<file path="src/rtl/fifo_syn_flex_if.sv">
// Handshake bundle between a producer/consumer pair and fifo_syn_flex.
// The master side drives requests and write data; the slave side is the FIFO.
interface fifo_syn_flex_if #(
  parameter int WIDTH = 8,
  parameter int DEPTH = 8
);
  localparam int AW = $clog2(DEPTH);

  logic             wr;
  logic             rd;
  logic [WIDTH-1:0] data;
  logic [WIDTH-1:0] q;
  logic             full;
  logic             empty;
  logic             almost_full;
  logic             almost_empty;
  logic [AW:0]      count;
  logic             overflow;
  logic             underflow;

  modport master (
    output wr, rd, data,
    input  q, full, empty, almost_full, almost_empty, count, overflow, underflow
  );

  modport slave (
    input  wr, rd, data,
    output q, full, empty, almost_full, almost_empty, count, overflow, underflow
  );
endinterface

</file>
<file path="src/rtl/fifo_syn_flex.sv">
// Parametrised single-clock FIFO with occupancy count, threshold flags,
// overflow/underflow pulses and an optional first-word-fall-through read port.
module fifo_syn_flex #(
  parameter int WIDTH     = 8,
  parameter int DEPTH     = 8,
  parameter int FWFT      = 0,
  parameter int AFULL_TH  = DEPTH - 2,
  parameter int AEMPTY_TH = 2
) (
  input logic            clk,
  input logic            rst,
  fifo_syn_flex_if.slave bus
);
  localparam int AW = $clog2(DEPTH);
  localparam logic [AW:0] DEPTH_C  = (AW+1)'(DEPTH);
  localparam logic [AW:0] AFULL_C  = (AW+1)'(AFULL_TH);
  localparam logic [AW:0] AEMPTY_C = (AW+1)'(AEMPTY_TH);
  localparam logic [AW:0] ONE_C    = (AW+1)'(1);

  logic [WIDTH-1:0] mem [DEPTH];

  logic [AW:0]      wr_ptr_q, wr_ptr_d;
  logic [AW:0]      rd_ptr_q, rd_ptr_d;
  logic [AW:0]      count_q, count_d;
  logic [WIDTH-1:0] q_q, q_d;
  logic             overflow_q, overflow_d;
  logic             underflow_q, underflow_d;

  logic             full;
  logic             empty;
  logic             wr_ok;
  logic             rd_ok;
  logic [WIDTH-1:0] head;

  assign full  = (count_q == DEPTH_C);
  assign empty = (count_q == '0);
  assign head  = mem[rd_ptr_q[AW-1:0]];

  // A write into a full FIFO is still taken when a read frees the slot in the same edge.
  assign wr_ok = bus.wr & (~full | bus.rd);
  assign rd_ok = bus.rd & ~empty;

  always_comb begin
    wr_ptr_d    = wr_ptr_q;
    rd_ptr_d    = rd_ptr_q;
    count_d     = count_q;
    q_d         = q_q;
    overflow_d  = bus.wr & full & ~bus.rd;
    underflow_d = bus.rd & empty;
    if (wr_ok) begin
      wr_ptr_d = wr_ptr_q + ONE_C;
    end
    if (rd_ok) begin
      rd_ptr_d = rd_ptr_q + ONE_C;
      q_d      = head;
    end
    if (wr_ok & ~rd_ok) begin
      count_d = count_q + ONE_C;
    end else if (rd_ok & ~wr_ok) begin
      count_d = count_q - ONE_C;
    end
  end

  always_ff @(posedge clk) begin
    if (rst) begin
      wr_ptr_q    <= '0;
      rd_ptr_q    <= '0;
      count_q     <= '0;
      q_q         <= '0;
      overflow_q  <= 1'b0;
      underflow_q <= 1'b0;
    end else begin
      wr_ptr_q    <= wr_ptr_d;
      rd_ptr_q    <= rd_ptr_d;
      count_q     <= count_d;
      q_q         <= q_d;
      overflow_q  <= overflow_d;
      underflow_q <= underflow_d;
    end
  end

  // Storage is never cleared; only the pointers define what is valid.
  always_ff @(posedge clk) begin
    if (!rst && wr_ok) begin
      mem[wr_ptr_q[AW-1:0]] <= bus.data;
    end
  end

  assign bus.q            = (FWFT != 0) ? (empty ? '0 : head) : q_q;
  assign bus.full         = full;
  assign bus.empty        = empty;
  assign bus.almost_full  = (count_q >= AFULL_C);
  assign bus.almost_empty = (count_q <= AEMPTY_C);
  assign bus.count        = count_q;
  assign bus.overflow     = overflow_q;
  assign bus.underflow    = underflow_q;
endmodule

</file>
<file path="src/flat_wrapper.sv">
// flat-port wrapper written by rule: the top's interface ports become plain ports
module fifo_syn_flex_flat 
#(
  parameter int WIDTH     = 8,
  parameter int DEPTH     = 8,
  parameter int FWFT      = 0,
  parameter int AFULL_TH  = DEPTH - 2,
  parameter int AEMPTY_TH = 2
)
  (clk, rst, bus_wr, bus_rd, bus_data, bus_q, bus_full, bus_empty, bus_almost_full, bus_almost_empty, bus_count, bus_overflow, bus_underflow);
  fifo_syn_flex_if #(.WIDTH(WIDTH), .DEPTH(DEPTH)) bus_i ();
  input logic clk;
  input logic rst;
  input wire logic [$bits(bus_i.wr)-1:0] bus_wr;
  input wire logic [$bits(bus_i.rd)-1:0] bus_rd;
  input wire logic [$bits(bus_i.data)-1:0] bus_data;
  output wire logic [$bits(bus_i.q)-1:0] bus_q;
  output wire logic [$bits(bus_i.full)-1:0] bus_full;
  output wire logic [$bits(bus_i.empty)-1:0] bus_empty;
  output wire logic [$bits(bus_i.almost_full)-1:0] bus_almost_full;
  output wire logic [$bits(bus_i.almost_empty)-1:0] bus_almost_empty;
  output wire logic [$bits(bus_i.count)-1:0] bus_count;
  output wire logic [$bits(bus_i.overflow)-1:0] bus_overflow;
  output wire logic [$bits(bus_i.underflow)-1:0] bus_underflow;
  assign bus_i.wr = bus_wr;
  assign bus_i.rd = bus_rd;
  assign bus_i.data = bus_data;
  assign bus_q = bus_i.q;
  assign bus_full = bus_i.full;
  assign bus_empty = bus_i.empty;
  assign bus_almost_full = bus_i.almost_full;
  assign bus_almost_empty = bus_i.almost_empty;
  assign bus_count = bus_i.count;
  assign bus_overflow = bus_i.overflow;
  assign bus_underflow = bus_i.underflow;
  fifo_syn_flex #(.WIDTH(WIDTH), .DEPTH(DEPTH), .FWFT(FWFT), .AFULL_TH(AFULL_TH), .AEMPTY_TH(AEMPTY_TH)) u_core (.clk(clk), .rst(rst), .bus(bus_i));
endmodule
</file>
<file path="config.mk">
export PLATFORM = sky130hd
export DESIGN_NAME = fifo_syn_flex_flat
export DESIGN_NICKNAME = d
export VERILOG_FILES = /design/src/rtl/fifo_syn_flex_if.sv /design/src/rtl/fifo_syn_flex.sv /design/src/flat_wrapper.sv
export SDC_FILE = /design/constraint.sdc
export NUM_CORES = 1
export LEC_CHECK = 0
export ABC_AREA = 0
export CORE_ASPECT_RATIO = 0.6
export CORE_UTILIZATION = 61
export CTS_BUF_LIST = sky130_fd_sc_hd__clkbuf_16
export CTS_CLUSTER_DIAMETER = 200
export DETAILED_ROUTE_END_ITERATION = 7
export GPL_TIMING_DRIVEN = 0
export HOLD_SLACK_MARGIN = 0.1
export PLACE_DENSITY = 0.95
export SKIP_LAST_GASP = 1
export SYNTH_ARGS = -nofsm -noshare
export SYNTH_HDL_FRONTEND = slang
export SYNTH_SLANG_ARGS = --single-unit
</file>
<file path="constraint.sdc">
create_clock -name clk -period 4 [get_ports clk]
set_input_delay 0.4 -clock clk [delete_from_list [all_inputs] [get_ports clk]]
set_output_delay 0.4 -clock clk [all_outputs]
set_load 0.02 [all_outputs]
</file>
; Word level (Yosys, flattened, before mapping)
; Memories as Yosys holds them, arrays and structs flattened. A register that Yosys moved wholly into a read port is not among the register bits.
; Cells that the tools add are included.
[word_totals]
inputBits = 12
memories = 1
latchBits = 0
ff_bits = 14
ramBits = 64
out_inout_bits = 18
romBits = 0
wordCells = 34
[memory_table]
columns = name, words, word_bits, read_ports, rd_ports_with_merged_regs, wr, line
row1 = u_core.mem, 8, 8, 1, 1, 1, fifo_syn_flex.sv:20  ; logic [WIDTH-1:0] mem [DEPTH];
[op_classes]
n_shift = 0
eq_ne = 1
magnitude_cmp = 2
addsub = 4
multipliers = 0
n_mux = 4
bitwise_logic = 13
n_reduce_logical = 4
div_mod_pow = 0
[ops]
columns = cell, n
row1 = "4-bit by 1-bit adder with 4-bit output, second input constant", 3
row2 = 4-bit two-way mux, 2
row3 = 1-bit bitwise AND, 7
row4 = 1-bit NOT, 5
row5 = "4-bit == test, second input constant", 1
row6 = "4-bit by 3-bit >= comparator with 1-bit output, second input constant", 1
row7 = "4-bit by 2-bit less-or-equal comparator with 1-bit output, second input constant", 1
row8 = 4-bit zero test, 1
row9 = "4-bit by 1-bit subtractor with 4-bit output, second input constant", 1
row10 = 1-bit two-way mux, 2
row11 = 2-bit nonzero test, 1
row12 = 1-bit logical AND, 1
row13 = 1-bit zero test, 1
row14 = 1-bit OR, 1

; Longest topological paths before layout
; Gate-level depths: netlist (run 1).
[logic_depth]
depth_word = 8
mapped_depth = 9
ltp_nobuf = 9

; Worst setup path before layout (run 1)
; Ideal clock, no wire load.
[synth_timing]
path_type = register to register
from = register u_core.count_q[3] (netlist: u_core.bus.count[3])
to = register u_core.count_q[3] (netlist: u_core.bus.count[3])
t_arrival_ns = 2.564
stages_incl_launch_ff = 10
path_slack_ns = 1.315
n_path_buf = 0
cell_sequence = dfxtp_1 -> or4b_4 -> o21a_4 -> ha_1 -> inv_1 -> ha_1 -> a21oi_1 -> a211oi_1 -> a31oi_1 -> mux2_2
[synth_via]
elab_chain_cells = 7
word_cells_on_any_way = 16
cone_classes = 2 x add/sub / 1 x eq/ne / 2 x mux / 9 x bitwise / 2 x reduce/logical
[synth_rtl]
columns = item, line
row1 = from (decl), fifo_syn_flex.sv:24  ; logic [AW:0] count_q, count_d;
row2 = from (signal assigned), fifo_syn_flex.sv:75  ; count_q <= count_d;
row3 = 4-bit == test *, fifo_syn_flex.sv:35  ; assign full = (count_q == DEPTH_C);
row4 = 1-bit NOT *, fifo_syn_flex.sv:40  ; assign wr_ok = bus.wr & (~full | bus.rd);
row5 = 1-bit OR *, fifo_syn_flex.sv:40
row6 = 1-bit bitwise AND *, fifo_syn_flex.sv:40
row7 = net u_core.wr_ok, fifo_syn_flex.sv:31  ; logic wr_ok;
row8 = 1-bit NOT, fifo_syn_flex.sv:59  ; end else if (rd_ok & ~wr_ok) begin
row9 = 1-bit bitwise AND, fifo_syn_flex.sv:59
row10 = 2-bit nonzero test (no line), n/a
; Mark *: on every way through the listed nets, which the timed path passes. The rest lies on a longest branch. The select of a mux whose other input is x is not followed.
; A chain may end at the register's enable or synchronous reset.

; Worst setup path in the final report (run 1)
[layout_timing]
from = register u_core.count_q[0] (netlist: u_core.bus.count[0])
to = register u_core.count_q[3] (netlist: u_core.bus.count[3])
; The elaborated chain is that of the path after synthesis.

==> results of run 1 <==
-- cells by family (layout without fill, tap and decap cells) --
group / count (synthesis) / in the layout / share of synthesized area [%]
DFF: 84 / 84 / 70.44
and+or+nand+nor: 51 / 51 / 7.856
AOI/OAI and AO/OA: 20 / 20 / 4.364
muxes: 19 / 19 / 11.88
buffers and inverters: 12 / 60 / 1.898
adders and majority gates: 6 / 6 / 2.505
xor gates and xnor gates: 4 / 4 / 1.063
-- area by class of cell --
class	instances	share of cell area (%)
Tap cell	66	2.061
Sequential cell	84	57.96
Inverter	3	0.2811
Clock inverter	6	1.280
Timing Repair Buffer	32	7.808
Multi-Input combinational cell	100	23.08
Buffer	9	1.280
Clock buffer	10	6.246
-- routing by layer --
metal / global-route usage, % / vias up / share of wire [%]
met1: 32.42 / 937 / 43
li1: - / 850 / -
met2: 41.15 / 85 / 47
met4: 13.43 / 0 / 2.1
met5: 0 / - / 0
met3: 7.126 / 16 / 8.3
-- how the worst min path moves through the flow --
| stage | from | endpoint | slack [ns] | depth (start not counted) |
|---|---|---|---|---|
| 2_1_floorplan | u_core.rd_ptr_q[1] | u_core.rd_ptr_q[1] | 0.46 | 2 |
| 3_3_place_gp | u_core.rd_ptr_q[1] | u_core.rd_ptr_q[1] | 0.47 | 2 |
| 3_5_place_dp | u_core.bus.q[2] | u_core.bus.q[2] | 0.48 | 2 |
| 4_1_cts | u_core.bus.q[2] | u_core.bus.q[2] | 0.49 | 2 |
| 5_1_grt | u_core.bus.q[5] | u_core.bus.q[5] | 0.52 | 2 |
| 6_report | u_core.bus.q[2] | u_core.bus.q[2] | 0.49 | 2 |
-- power by group --
group	internal [mW]	switching (mW)
combinational	0.352	0.360
sequential	1.01	0.0661
clock	0.513	0.321
-- cells in the final DEF, fill, tap and decap left out, types with 2 or more instances in the layout --
cell type	count
nor3_1	10
buf_2	2
inv_2	2
edfxtp_1	64
mux4_2	16
mux2i_1	2
clkdlybuf4s50_1	29
ha_1	5
inv_1	3
nand2_1	6
clkinv_2	2
a21oi_1	4
nor2_1	22
clkbuf_16	10
xnor2_1	2
xor2_1	2
o22ai_1	8
buf_4	7
nor4_2	2
clkbuf_1	3
a211oi_1	2
dfxtp_1	20
nand2b_1	2
-- state kept, by name, indices dropped and copies added, names as in the netlist --
signal	cells
u_core.wr_ptr_q	3
u_core.bus.overflow	1
u_core.bus.underflow	1
u_core.mem	64
u_core.bus.q	8
u_core.bus.count	4
u_core.rd_ptr_q	3
-- stage by stage --
stage               instance area (um2)  hold WS [ns]  total power [mW]
finish                             4006        0.4909             2.624
global route                       4006        0.5164             2.714
CTS                                3999        0.4922             2.625
detailed placement                 3697        0.4801             1.792
global placement                   3670        0.4709             1.761
floorplan                          3297        0.4609             1.546
-- tightest hold or removal path, cell delays in order, from the launching register on --
cell and delay [ns]:
dfxtp_1 0.31, nor2_1 0.09, nor3_1 0.05
==> results_dict.tcl, run 1 <==
set metrics [dict create \
    multi_input_area_um2 924.6 \
    final_core_util_pct 78.10 \
    num_rows 20 \
    status "complete, no violations" \
    cts_tree "built" \
    ctsHoldBuffers 0 \
    grt_pass1_vias 1897 \
    path_depth 9 \
    numPortBuffers 29 \
    grt_start_max_net_pins 14 \
    cts_buffers 9 \
    synthCells 196 \
    htree_levels 3 \
    clock.fmax_mhz 349.5 \
    slew_viol_final 0 \
    critPathTopFamily "compound AO/OA/AOI/OAI gates" \
    crit_fanout 8 \
    crit_path_end "u_core.bus.count[3]" \
    hpwl_um 4180 \
    ys_top_cells_by_count "edfxtp_1 (64), nor2_1 (22), dfxtp_1 (20)" \
    endpoint_kind "flop" \
    rr_startpoint "u_core.bus.count[0]" \
    vdd_drop_max_mv 0.3242 \
    r2r.worst_path.cells 9 \
    wl_per_cell_um 21.46 \
    critPathLaunchType "flop" \
    ys_seq_area_share_pct 70.44 \
    hold_class "reg -> reg" \
    timing.rr.end "u_core.bus.count[3]" \
    min_period_ns 2.861 \
    dieArea_um2 5712 \
    fill_cells 277 \
    postRouteAntennaNets 0 \
    vias 1888 \
    layout.nets 257 \
    synth_top_area_share_pct 58.29 \
    p_per_area_nw_per_um2 655.0 \
    synth.largest_area_cell "edfxtp_1" \
    dp_cells 293 \
    worst_ep_arrival_time_ns 3.09 \
    cpMostUsedCell "ha_1" \
    dpl_worst_slack_ns 1.043 \
    synth_flop_cell "edfxtp_1" \
    synth_edf_count 64 \
    fin_tns_setup_ns 0 \
    critPathSlowestCell "or4b_4" \
    drive_above_1_share_pct 20.49 \
    drv_cap 0 \
    core_um2 5130 \
    clkLatencyLatePin_ns 0.34 \
    setup_viol 0 \
    final_cell_count_no_fill 310 \
    synth-async-reset-ratio_pct 0 \
    synthTopCellsByArea "edfxtp_1 (58%), dfxtp_1 (12%), mux4_2 (11%), nor2_1 (2.5%), ha_1 (1.9%)" \
    overflow 0 \
    avgSynthCellArea_um2 16.82 \
    path_class "reg -> reg" \
    area_delta_synth_final_pct 21.52 \
    maxSlewHeadroom_pct 9.145 \
    clk_pin_slew_ns 0.06 \
    ys_ff_latch 84 \
    diodes 0 \
    yosysUniqueCellTypes 35 \
    critPathBufInv 1 \
    max_stage_delay_ns 0.60 \
    io-pin-count 30 \
    worstPathCellList "or4b_4 > o21a_4 > ha_1 > inv_1 > ha_1 > a21oi_1 > a211oi_1 > a31oi_1 > mux2_2" \
    p_leak_nw 1.369 \
    die_y_um 58.95 \
    rsz0062_at_grt "false" \
    postCtsSetupBuffers 0 \
    grt_pass1_wl_um 10120 \
    yosysMostFrequentCell "edfxtp_1" \
    layout_setup_ws_ns 1.139 \
    fin_crit_sh_pct 71.53 \
    synth_nets 214 \
    grtUsageTotal_pct 25.43 \
    first_pass_iters 4 \
    die-width_um 96.91 \
    fin_skew_ns 0.004239 \
    first_iter_violations 154 \
    cts_max_path_buffers 2 \
    initial_utilization_pct 64.27 \
    ff_latch_area_um2 2322 \
    cts_resized 0 \
    drc 0 \
    hold_viol 0 \
    synth_warnings 0 \
    startpoint "u_core.bus.count[0]" \
    gp_congestion 0.8356 \
    vias_per_cell 6.090 \
    tightest_slew_ns 1.352 \
    reg2reg_slack_ns 1.14 \
    clkSinkCount 84 \
    wl_um 6654 \
    antenna_found_initial 0 \
    required_ns 4.23 \
    ctsRootBufferMaster "clkbuf_16" \
    syn_area_um2 3297 \
]
(Power assumes the default switching activity.)
==> run 2: changes to the inputs <==
- CORE_UTILIZATION: 61 -> 51
- PLACE_DENSITY: 0.95 -> 0.86
- clock period: 4 -> 2.5 ns (I/O delays scaled with it)
==> run 2 against run 1 <==
The flow now finishes with violations (negative setup slack). Non-clock buffer count grew 7. Cell area grew 4.2%. Sequential share of layout area decreased by 2.0 points. Largest power group unchanged. Wire length rose by 4.4%. Critical endpoint unchanged. Total power up 67%.
==> results_dict.tcl, run 2 (synthesized netlist as in run 1, its figures left out) <==
set metrics [dict create \
    status "finished, violations left" \
    violations "negative setup slack" \
    worst_ep_arrival_time_ns 2.72 \
    core_um2 6166 \
    htree_levels 3 \
    crit_fanout 7 \
    slew_viol_final 0 \
    largest_reg_flops 64 \
    vias 1938 \
    p_leak_nw 1.405 \
    drc 0 \
    tightest_slew_ns 0.9611 \
    grtUsageTotal_pct 22.05 \
    vdd_drop_max_mv 0.4873 \
    grt_start_max_net_pins 15 \
    final_cell_mix "edfxtp_1 (64), clkdlybuf4s50_1 (29), nor2_1 (22)" \
    drv_cap 0 \
    fin_tns_setup_ns -0.007250 \
    maxSlewHeadroom_pct 35.69 \
    endpoint_kind "flop" \
    vias_per_cell 5.785 \
    postRouteAntennaNets 0 \
    num_rows 22 \
    fin_skew_ns 0.004724 \
    layout_setup_ws_ns -0.007250 \
    p_per_area_nw_per_um2 1050 \
    fin_crit_sh_pct 100.3 \
    ctsRootBufferMaster "clkbuf_16" \
    grt_pass1_wl_um 10360 \
    drive_above_1_share_pct 27.49 \
    first_pass_iters 4 \
    io-pin-count 30 \
    mostFrequentLayoutCell "edfxtp_1" \
    die_y_um 64.28 \
    hpwl_um 4365 \
    wl_um 6946 \
    clkSinkCount 84 \
    grt_pass1_vias 1896 \
    clock.fmax_mhz 398.8 \
    cts_buffers 9 \
    final_core_util_pct 67.69 \
    required_ns 2.72 \
    layout.nets 264 \
    diodes 0 \
    wl_per_cell_um 20.73 \
    overflow 0 \
    cts_max_path_buffers 2 \
    antenna_found_initial 0 \
    first_iter_violations 161 \
    dieArea_um2 6801 \
    die-width_um 105.8 \
    hold_class "reg -> reg" \
    path_class "reg -> reg" \
    ctsHoldBuffers 0 \
    numPortBuffers 29 \
    gp_congestion 0.7806 \
    setup_viol 1 \
    initial_utilization_pct 53.47 \
    hold_viol 0 \
    clk_pin_slew_ns 0.06 \
    min_period_ns 2.507 \
    rsz0062_at_grt "true" \
    whs_ns 0.4918 \
    cts_tree "built" \
    critPathLaunchType "flop" \
    clkLatencyLatePin_ns 0.33 \
    area_delta_synth_final_pct 26.60 \
]
==> run 2: final cells by class <==
| cell class | instances | area, um2 |
|---|---|---|
| Sequential cell | 84 | 2337 |
| Fill cell | 428 | 1992 |
| Multi-Input combinational cell | 100 | 980.9 |
| Timing Repair Buffer | 40 | 372.9 |
| Clock buffer | 9 | 225.2 |
| Tap cell | 84 | 105.1 |
| Clock inverter | 7 | 91.34 |
| Buffer | 8 | 47.55 |
| Inverter | 3 | 13.76 |
==> run 2: path summary, 6_finish.rpt <==
| kind | from | end | slack, ns | cells past startpoint |
|---|---|---|---|---|
| worst max-delay path | u_core.bus.count[2] | u_core.bus.count[3] | -0.007 | 9 |
| worst min-delay path | u_core.bus.q[7] | u_core.bus.q[7] | 0.49 | 2 |
| worst max register to register | u_core.bus.count[2] | u_core.bus.count[3] | -0.007 | 9 |
| worst min register to register | u_core.bus.q[7] | u_core.bus.q[7] | 0.49 | 2 |
==> run 2: where the power goes <==
part           switching [mW]  internal (mW)  total (mW)  leakage (nW)
Sequential              0.104           1.63        1.74         0.745
Clock                   0.506          0.868        1.37         0.147
Combinational           0.622          0.651        1.27         0.513
==> run 2: worst max-delay path: stages (launching register included) <==
cell	delay, ns
dfxtp_4	0.37
or4b_4	0.55
o21a_4	0.25
ha_4	0.17
inv_4	0.07
ha_4	0.22
a21oi_4	0.13
a211oi_2	0.08
a31oi_1	0.19
mux2_2	0.35
==> run 2: per-layer routing <==
metal	global-route usage, %	vias to the layer above	share of wire, %
met3	7.959	2	8.6
li1	-	867	-
met5	0	-	0
met1	28.72	987	42
met2	35.46	82	49
met4	5.729	0	0.16
==> run 2: timing repair <==
action | CTS | global route
setup endpoints to repair | 17 | 1
cloned | 0 | 0
pin swaps | 0 | 5
hold endpoints to repair | 0 | 0
gates resized for setup | 3 | 9
setup buffers | 2 | 7
==> run 2: through the flow <==
stage          setup WS, ns  total power [mW]  area [um2]  instances
6_report          -0.007250             4.383        4174        335
5_1_grt            -0.03104             4.578        4174        335
4_1_cts            -0.09998             4.296        4085        329
3_5_place_dp        -0.3453             2.908        3741        311
3_3_place_gp        -0.6756             2.862        3714        309
2_1_floorplan       0.01108             2.498        3318        196
